File: config.mk
export PLATFORM = sky130hd
export DESIGN_NAME = retire_commit
export DESIGN_NICKNAME = d
export VERILOG_FILES = /design/src/rtl/rv32i_types.sv /design/src/rtl/retire_rat.sv /design/src/rtl/retire_commit.sv
export SDC_FILE = /design/constraint.sdc
export NUM_CORES = 1
export LEC_CHECK = 0
export BUFFER_PORTS_ARGS = -buffer_cell sky130_fd_sc_hd__buf_2
export CORE_ASPECT_RATIO = 1.25
export CORE_MARGIN = 1.5
export CORE_UTILIZATION = 60
export CTS_CLUSTER_SIZE = 28
export DETAILED_ROUTE_END_ITERATION = 12
export PLACE_DENSITY_LB_ADDON = 0.05
export SLEW_MARGIN = 10
export SYNTH_ARGS = -nofsm -noshare
export SYNTH_HDL_FRONTEND = slang
export SYNTH_SLANG_ARGS = --single-unit
File: constraint.sdc
create_clock -name clk -period 2.7 [get_ports clk]
set_input_delay 0.27 -clock clk [delete_from_list [all_inputs] [get_ports clk]]
set_output_delay 0.27 -clock clk [all_outputs]
set_load 0.01 [all_outputs]
File: src/rtl/rv32i_types.sv
// Shared types and widths for the retirement stage: FSM state, ROB head view, register index widths.
package rv32i_types;

  localparam int ARCH_REG_BITS  = 5;
  localparam int PHYS_REG_BITS  = 6;
  localparam int ROB_ADDR_WIDTH = 4;
  localparam int NUM_ARCH_REGS  = 1 << ARCH_REG_BITS;

  localparam logic [ARCH_REG_BITS-1:0] FIRST_RESTORE_REG = ARCH_REG_BITS'(1);
  localparam logic [ARCH_REG_BITS-1:0] LAST_RESTORE_REG  = ARCH_REG_BITS'(NUM_ARCH_REGS - 1);

  typedef enum logic [1:0] {
    COMMIT,
    STORE_WAIT,
    RESTORE
  } commit_state_t;

  typedef struct packed {
    logic [ARCH_REG_BITS-1:0]  rd;
    logic [PHYS_REG_BITS-1:0]  pd;
    logic                      is_store;
    logic                      mispredict;
    logic [31:0]               target;
    logic [ROB_ADDR_WIDTH-1:0] idx;
  } rob_head_t;

endpackage

File: src/rtl/retire_rat.sv
// Retirement RAT: 32 architectural-to-physical mappings, identity after reset,
// one write port (commit) and two combinational read ports (commit lookup, restore lookup).
module retire_rat
  import rv32i_types::*;
(
  input  logic                     clk,
  input  logic                     rst_n,
  input  logic                     we,
  input  logic [ARCH_REG_BITS-1:0] waddr,
  input  logic [PHYS_REG_BITS-1:0] wdata,
  input  logic [ARCH_REG_BITS-1:0] cmt_raddr,
  output logic [PHYS_REG_BITS-1:0] cmt_rdata,
  input  logic [ARCH_REG_BITS-1:0] rst_raddr,
  output logic [PHYS_REG_BITS-1:0] rst_rdata
);

  logic [PHYS_REG_BITS-1:0] rat_q [NUM_ARCH_REGS];
  logic [PHYS_REG_BITS-1:0] rat_d [NUM_ARCH_REGS];

  always_comb begin
    rat_d = rat_q;
    if (we) rat_d[waddr] = wdata;
  end

  // NOTE: this array is reset on purpose -- the identity mapping is architectural state,
  // so it cannot be left to a RAM macro without reset.
  always_ff @(posedge clk or negedge rst_n) begin
    if (!rst_n) begin
      for (int i = 0; i < NUM_ARCH_REGS; i++) rat_q[i] <= PHYS_REG_BITS'(i);
    end else begin
      rat_q <= rat_d;
    end
  end

  assign cmt_rdata = rat_q[cmt_raddr];
  assign rst_rdata = rat_q[rst_raddr];

endmodule

File: src/rtl/retire_commit.sv
// In-order retirement: pops the ROB head, frees superseded phys regs, releases stores,
// and on a mispredict flushes and replays the RRAT into the front-end RAT. Option: COMMIT_ORDER_EN.
module retire_commit
  import rv32i_types::*;
(
  input  logic                      clk,
  input  logic                      rst_n,
  input  logic                      rob_head_valid,
  input  logic                      rob_head_ready,
  input  logic [ARCH_REG_BITS-1:0]  rob_head_rd,
  input  logic [PHYS_REG_BITS-1:0]  rob_head_pd,
  input  logic                      rob_head_is_store,
  input  logic                      rob_head_mispredict,
  input  logic [31:0]               rob_head_target,
  input  logic [ROB_ADDR_WIDTH-1:0] rob_head_idx,
  input  logic                      mem_store_ack,
  output logic                      rob_dequeue,
  output logic                      free_list_enqueue,
  output logic [PHYS_REG_BITS-1:0]  free_list_phys,
  output logic                      store_commit,
  output logic                      flush,
  output logic [31:0]               flush_pc,
  output logic                      free_list_restore,
  output logic                      rat_restore_we,
  output logic [ARCH_REG_BITS-1:0]  rat_restore_idx,
  output logic [PHYS_REG_BITS-1:0]  rat_restore_phys,
  output logic                      rename_stall
`ifdef COMMIT_ORDER_EN
  ,
  output logic [63:0]               commit_order,
  output logic                      commit_valid
`endif
);

  rob_head_t                head;
  commit_state_t            state_q, state_d;
  logic [ARCH_REG_BITS-1:0] cnt_q, cnt_d;
  logic                     head_fire;
  logic                     rrat_we;
  logic [PHYS_REG_BITS-1:0] cmt_phys, rst_phys;

  assign head = '{rd: rob_head_rd, pd: rob_head_pd, is_store: rob_head_is_store,
                  mispredict: rob_head_mispredict, target: rob_head_target, idx: rob_head_idx};
  assign head_fire = rob_head_valid && rob_head_ready;

  retire_rat u_rrat (
    .clk       (clk),
    .rst_n     (rst_n),
    .we        (rrat_we),
    .waddr     (head.rd),
    .wdata     (head.pd),
    .cmt_raddr (head.rd),
    .cmt_rdata (cmt_phys),
    .rst_raddr (cnt_q),
    .rst_rdata (rst_phys)
  );

  // NOTE: sequential state uses <= so every flop samples pre-edge values; the comb blocks use =.
  always_ff @(posedge clk or negedge rst_n) begin
    if (!rst_n) begin
      state_q <= COMMIT;
      cnt_q   <= FIRST_RESTORE_REG;
    end else begin
      state_q <= state_d;
      cnt_q   <= cnt_d;
    end
  end

  // NOTE: every comb output gets a default first so no path leaves it unassigned (no latches).
  always_comb begin
    state_d = state_q;
    cnt_d   = cnt_q;
    case (state_q)
      COMMIT: begin
        if (head_fire) begin
          if (head.is_store) begin
            state_d = STORE_WAIT;
          end else if (head.mispredict) begin
            state_d = RESTORE;
            cnt_d   = FIRST_RESTORE_REG;
          end
        end
      end
      STORE_WAIT: if (mem_store_ack) state_d = COMMIT;
      RESTORE: begin
        cnt_d = cnt_q + 1'b1;
        if (cnt_q == LAST_RESTORE_REG) begin
          state_d = COMMIT;
          cnt_d   = FIRST_RESTORE_REG;
        end
      end
      default: state_d = COMMIT;
    endcase
  end

  always_comb begin
    rob_dequeue       = 1'b0;
    free_list_enqueue = 1'b0;
    free_list_phys    = '0;
    store_commit      = 1'b0;
    flush             = 1'b0;
    flush_pc          = '0;
    free_list_restore = 1'b0;
    rat_restore_we    = 1'b0;
    rat_restore_idx   = '0;
    rat_restore_phys  = '0;
    rename_stall      = 1'b0;
    rrat_we           = 1'b0;
    case (state_q)
      COMMIT: begin
        if (head_fire) begin
          if (head.is_store) begin
            store_commit = 1'b1;
          end else begin
            rob_dequeue = 1'b1;
            // x0 has no mapping to supersede, so it neither frees nor updates the RRAT.
            if (head.rd != '0) begin
              free_list_enqueue = 1'b1;
              free_list_phys    = cmt_phys;
              rrat_we           = 1'b1;
            end
            if (head.mispredict) begin
              flush             = 1'b1;
              flush_pc          = head.target;
              free_list_restore = 1'b1;
              rename_stall      = 1'b1;
            end
          end
        end
      end
      STORE_WAIT: rob_dequeue = mem_store_ack;
      RESTORE: begin
        rename_stall     = 1'b1;
        rat_restore_we   = 1'b1;
        rat_restore_idx  = cnt_q;
        rat_restore_phys = rst_phys;
      end
      default: ;
    endcase
  end

`ifdef COMMIT_ORDER_EN
  logic [63:0] commit_order_q, commit_order_d;

  assign commit_order_d = commit_order_q + {63'd0, rob_dequeue};

  always_ff @(posedge clk or negedge rst_n) begin
    if (!rst_n) commit_order_q <= '0;
    else        commit_order_q <= commit_order_d;
  end

  assign commit_order = commit_order_q;
  assign commit_valid = rob_dequeue;
`endif

  // The ROB must hold its head steady while a released store is outstanding.
  assert property (@(posedge clk) disable iff (!rst_n)
    (state_q == STORE_WAIT) |-> $stable(head.idx));

endmodule
Word level (Yosys, flattened, before mapping) --
Index checks and enable logic that the tools add are counted.
Storage, ports and cells: bits in registers 199, word-level logic and storage cells 102, output and inout port bits 56, input bits 54
Cells by class: multiplexer cells 46, equality and inequality tests 9, $lt $le $gt $ge 3, reductions and logical operators 7, bitwise operators 2, add/sub/neg operators 1
Operators by type and width (count):
- $bwmux W192 | 1
- $mux W32 | 4
- $bmux W6 S5 | 2
- $mux W6 | 10
- $demux W6 S5 | 1
- $mux W5 | 5
- $mux W1 | 14
- $ge A6 B6 Y1 const B | 2
- $not A5 Y6 | 2
- $mux W2 | 5
- $ne A2 B2 Y1 const B | 5
- $pmux W5 S2 | 1
- $reduce_and A4 Y1 | 2
- $lt A6 B1 Y1 const B | 1
- $pmux W2 S3 | 1
- $add A5 B1 Y5 const B | 1
- $eq A5 B5 Y1 const B | 1
- $reduce_bool A5 Y1 | 1
- $pmux W1 S2 | 2
- $ne A3 B3 Y1 const B | 1
- $eq A2 B1 Y1 const B | 1
- $eq A2 B2 Y1 const B | 1
- $logic_and A1 B1 Y1 | 2
- $logic_not A2 Y1 | 1
- $reduce_bool A2 Y1 | 1

Logic depth before layout (Yosys ltp) --
depth after elaboration 8, gate-level depth with buffers 8, gate-level depth less buffers 5

By module --
Synthesis repeated with hierarchy kept, for this count alone.
Unflattened totals: cells, all modules 701, area total of the unflattened synthesis 11263.3 sq um
By module, submodules not included:
- retire_rat | cells an instance 608, area each 10497.6 sq um, times used 1, sequential area each 4904.7 sq um
- retire_commit | cells an instance 93, area each 765.7 sq um, times used 1, sequential area each 176.4 sq um

Worst setup path before layout --
No wires, ideal clock.
path type register to output, start register cnt_q[0], end output port rat_restore_phys[4], arrival time 2.006 ns, path buffers 2, stages on the path, launching flop included 7, setup slack 0.424 ns, cell sequence dfstp_2 -> buf_4 -> buf_6 -> mux4_2 -> mux4_2 -> nor2_1 -> a31oi_1
Between the ends: cells in the longest elaborated chain, start to end 5
RTL lines:
- start: declaration | line retire_commit.sv:37 | logic [ARCH_REG_BITS-1:0] cnt_q, cnt_d;
- start signal: assignment | line retire_commit.sv:65 | cnt_q <= cnt_d;
- $not A5 Y6 (not written as such) | line retire_rat.sv:36 | assign rst_rdata = rat_q[rst_raddr];
- $bmux W6 S5 | line retire_rat.sv:36
- $mux W6 (not written as such) (2 in series) | line retire_rat.sv:36
- $mux W6 | line retire_commit.sv:109 | case (state_q)
- end: declaration | line retire_commit.sv:26 | output logic [PHYS_REG_BITS-1:0] rat_restore_phys,
No other way between the ends. The select of a mux whose other input is x is not followed.

Worst setup path in the final report --
start register cnt_q[0], end output port rat_restore_phys[3]
The elaborated chain is that of the path after synthesis.

==> results.json <==
{
  "rr_startpoint": "state_q[0]",
  "critPathCaptureType": "output port",
  "antenna_left": 0,
  "rsz0062_at_grt": "yes",
  "nNetsFinal": 928,
  "portBuffers": 105,
  "power_mw": 8.87,
  "fin_skew_ns": 0.00463,
  "min_period_ns": 3.03,
  "status": "complete, but fails checks",
  "criticalPathCategory": "flop to output port",
  "post-place-ws_ns": 0.0797,
  "worst_slack_ns": -0.334,
  "ir_worst_vdd_uv": 406,
  "gp_congestion": 0.862,
  "post-route-period-util": 1.12,
  "holdPathEnd": "state_q[0]",
  "grt_max_degree": 71,
  "ys_seq_area_frac": 0.449,
  "whs_ns": 0.0424,
  "critPathLaunchType": "flop",
  "start_util": 0.608,
  "drive_gt1_frac": 0.620,
  "drt_wl_total_um": 28800,
  "hold_viol": 0,
  "avgRoutedWirePerCell_um": 25.8,
  "die_w_um": 126,
  "synth_warnings": 0,
  "post_drt_via_cell_ratio": 6.58,
  "instances_no_fill": 1117,
  "first_pass_iters": 7,
  "synth_seq_cells": 199,
  "clock_latency_ns": 0.44,
  "cellPowerDensity_nw_per_um2": 695,
  "relSlewSlack": 0.572,
  "mostFrequentLayoutCell": "mux2_2",
  "ff2ff_setup_slack_ns": 0.25,
  "area_growth_pct": 12.8,
  "fin_util": 0.685,
  "cts.htree.levels": 4,
  "overflow": 0,
  "rr_endpoint": "u_rrat.rat_q[57]",
  "syn-num-nets": 852,
  "worstRegToRegCells": 4,
  "max_freq_ghz": 0.330,
  "drc_errors": 0,
  "maxCapViolCount": 0,
  "cp_data_arrival_time_ns": 2.76,
  "cp.required_ns": 2.43,
  "drtIter0Drc": 581,
  "row_count": 56,
  "violations": "negative setup slack",
  "ios": 110,
  "dp_cells": 1081,
  "dieArea_um2": 19700,
  "clk_pin_slew_ns": 0.07,
  "grt_pass1_vias": 7759,
  "cts.sinks": 199,
  "dp_hpwl_um": 19800,
  "synth_edf_count": 0,
  "cts_tree": "yes",
  "async_flop_share": 1.00,
  "min_path_cells": 2,
  "grt_pass1_wl_um": 44400,
  "final_area_um2": 12800,
  "root_buffer": "clkbuf_16",
  "vias": 7346,
  "ys_types": 46,
  "report.final.slew_viol_count": 0,
  "cp_max_fo": 10,
  "layout_common_cells": "mux2_2, dfrtp_1, buf_2, mux4_2, dfstp_2",
  "antennaDiodeCount": 0,
  "netlist_area_um2": 11300,
  "min_from": "mem_store_ack",
  "hold_path.class": "input port to flop",
  "fp.dieH_um": 157,
  "synth.avg_cell_area_um2": 14.2,
  "antenna_found_initial": 0,
  "clockBufferDepth": 2,
  "placedInstanceArea_um2": 12100,
  "synthCells": 796,
  "worst_pin_slew_ns": 0.642,
  "coreArea_um2": 18600,
  "setup_viol": 6,
  "final.setup.tns_ns": -1.82,
  "cts_buffers": 17,
  "ys.flop_type": "dfrtp_1",
  "gr-usage-all-layers": 0.303,
  "p_leak_nw": 5.70
}
[what timing repair did]
| item | CTS | global route |
|---|---|---|
| hold buffers | 1 | 0 |
| gates cloned | 0 | 1 |
| setup buffers | 2 | 0 |
| resized for setup | 3 | 4 |
| hold endpoints to repair | 32 | 0 |
| endpoints found under the setup margin | 6 | 7 |
[sequential cells by signal, indices dropped and copies added (netlist names)]
| signal | flops |
|---|---|
| u_rrat.rat_q | 192 |
| cnt_q | 5 |
| state_q | 2 |
[synth_stat cells (3+ instances only)]
master,number,area [um^2]
buf_6,3,33.8
buf_2,14,70.1
nand2_1,35,131
a21oi_1,7,35.0
o21a_1,7,52.6
dfstp_2,81,2130
nor2_1,13,48.8
mux4_2,90,2030
a22oi_1,30,225
nand3_1,7,35.0
buf_1,4,15.0
dfrtp_1,118,2950
nor3_4,6,97.6
inv_1,4,15.0
nand4_1,9,56.3
mux2_2,190,2140
and3_1,5,31.3
o21ai_0,3,15.0
buf_4,7,52.6
nor4_4,5,106
a31oi_1,6,37.5
nand2b_1,7,43.8
clkbuf_1,47,176
mux2i_1,25,250
nor2b_1,6,37.5
and2_1,39,244
[kinds of logic (layout without fill, tap and decap cells)]
group / count (synthesis) / in the layout / synth area share
fa+ha+maj: 2 / 2 / 0.00221
flops: 199 / 199 / 0.449
compound gates: 60 / 60 / 0.0372
simple gates: 147 / 147 / 0.0870
mux: 307 / 307 / 0.392
buf+inv: 81 / 170 / 0.0328
[worst max path at each step]
stage,start,to,slack [ns],cells after the start
2_1_floorplan,cnt_q[0],rat_restore_phys[4],0.42,6
3_3_place_gp,cnt_q[0],rat_restore_phys[1],0.08,6
3_5_place_dp,cnt_q[0],rat_restore_phys[1],0.08,6
4_1_cts,cnt_q[0],rat_restore_phys[5],-0.33,6
5_1_grt,cnt_q[0],rat_restore_phys[5],-0.37,6
6_report,cnt_q[0],rat_restore_phys[3],-0.33,6
[power by group]
| group | switching (mW) | internal [mW] | total (mW) |
|---|---|---|---|
| Clock | 1.28 | 1.24 | 2.52 |
| Combinational | 1.35 | 1.33 | 2.67 |
| Sequential | 0.303 | 3.38 | 3.68 |
[metal layers]
layer / vias up / GRT usage / wire length [um] / share of wire
met4: 0 / 0.129 / 1120 / 0.039
met3: 71 / 0.0509 / 1400 / 0.049
li1: 3168 / - / - / -
met2: 250 / 0.526 / 15300 / 0.53
met1: 3857 / 0.379 / 11000 / 0.38
met5: - / 0 / 0 / 0
[cell type report]
class / instances / area (um^2)
multi-input cells: 516 / 5890
fillers: 1315 / 5870
inverters: 5 / 18.8
well taps: 232 / 290
repair buffers: 133 / 900
clock buffers: 17 / 425
flip-flops and latches: 199 / 5090
clock inverters: 15 / 163
[critical path, cell delays in order (launching register included)]
cell and delay [ns]:
dfstp_4 0.68, buf_12 0.16, mux4_2 0.55, mux4_2 0.51, nor2_2 0.17, a31oi_1 0.08, buf_2 0.16
(Power assumes the default switching activity.)
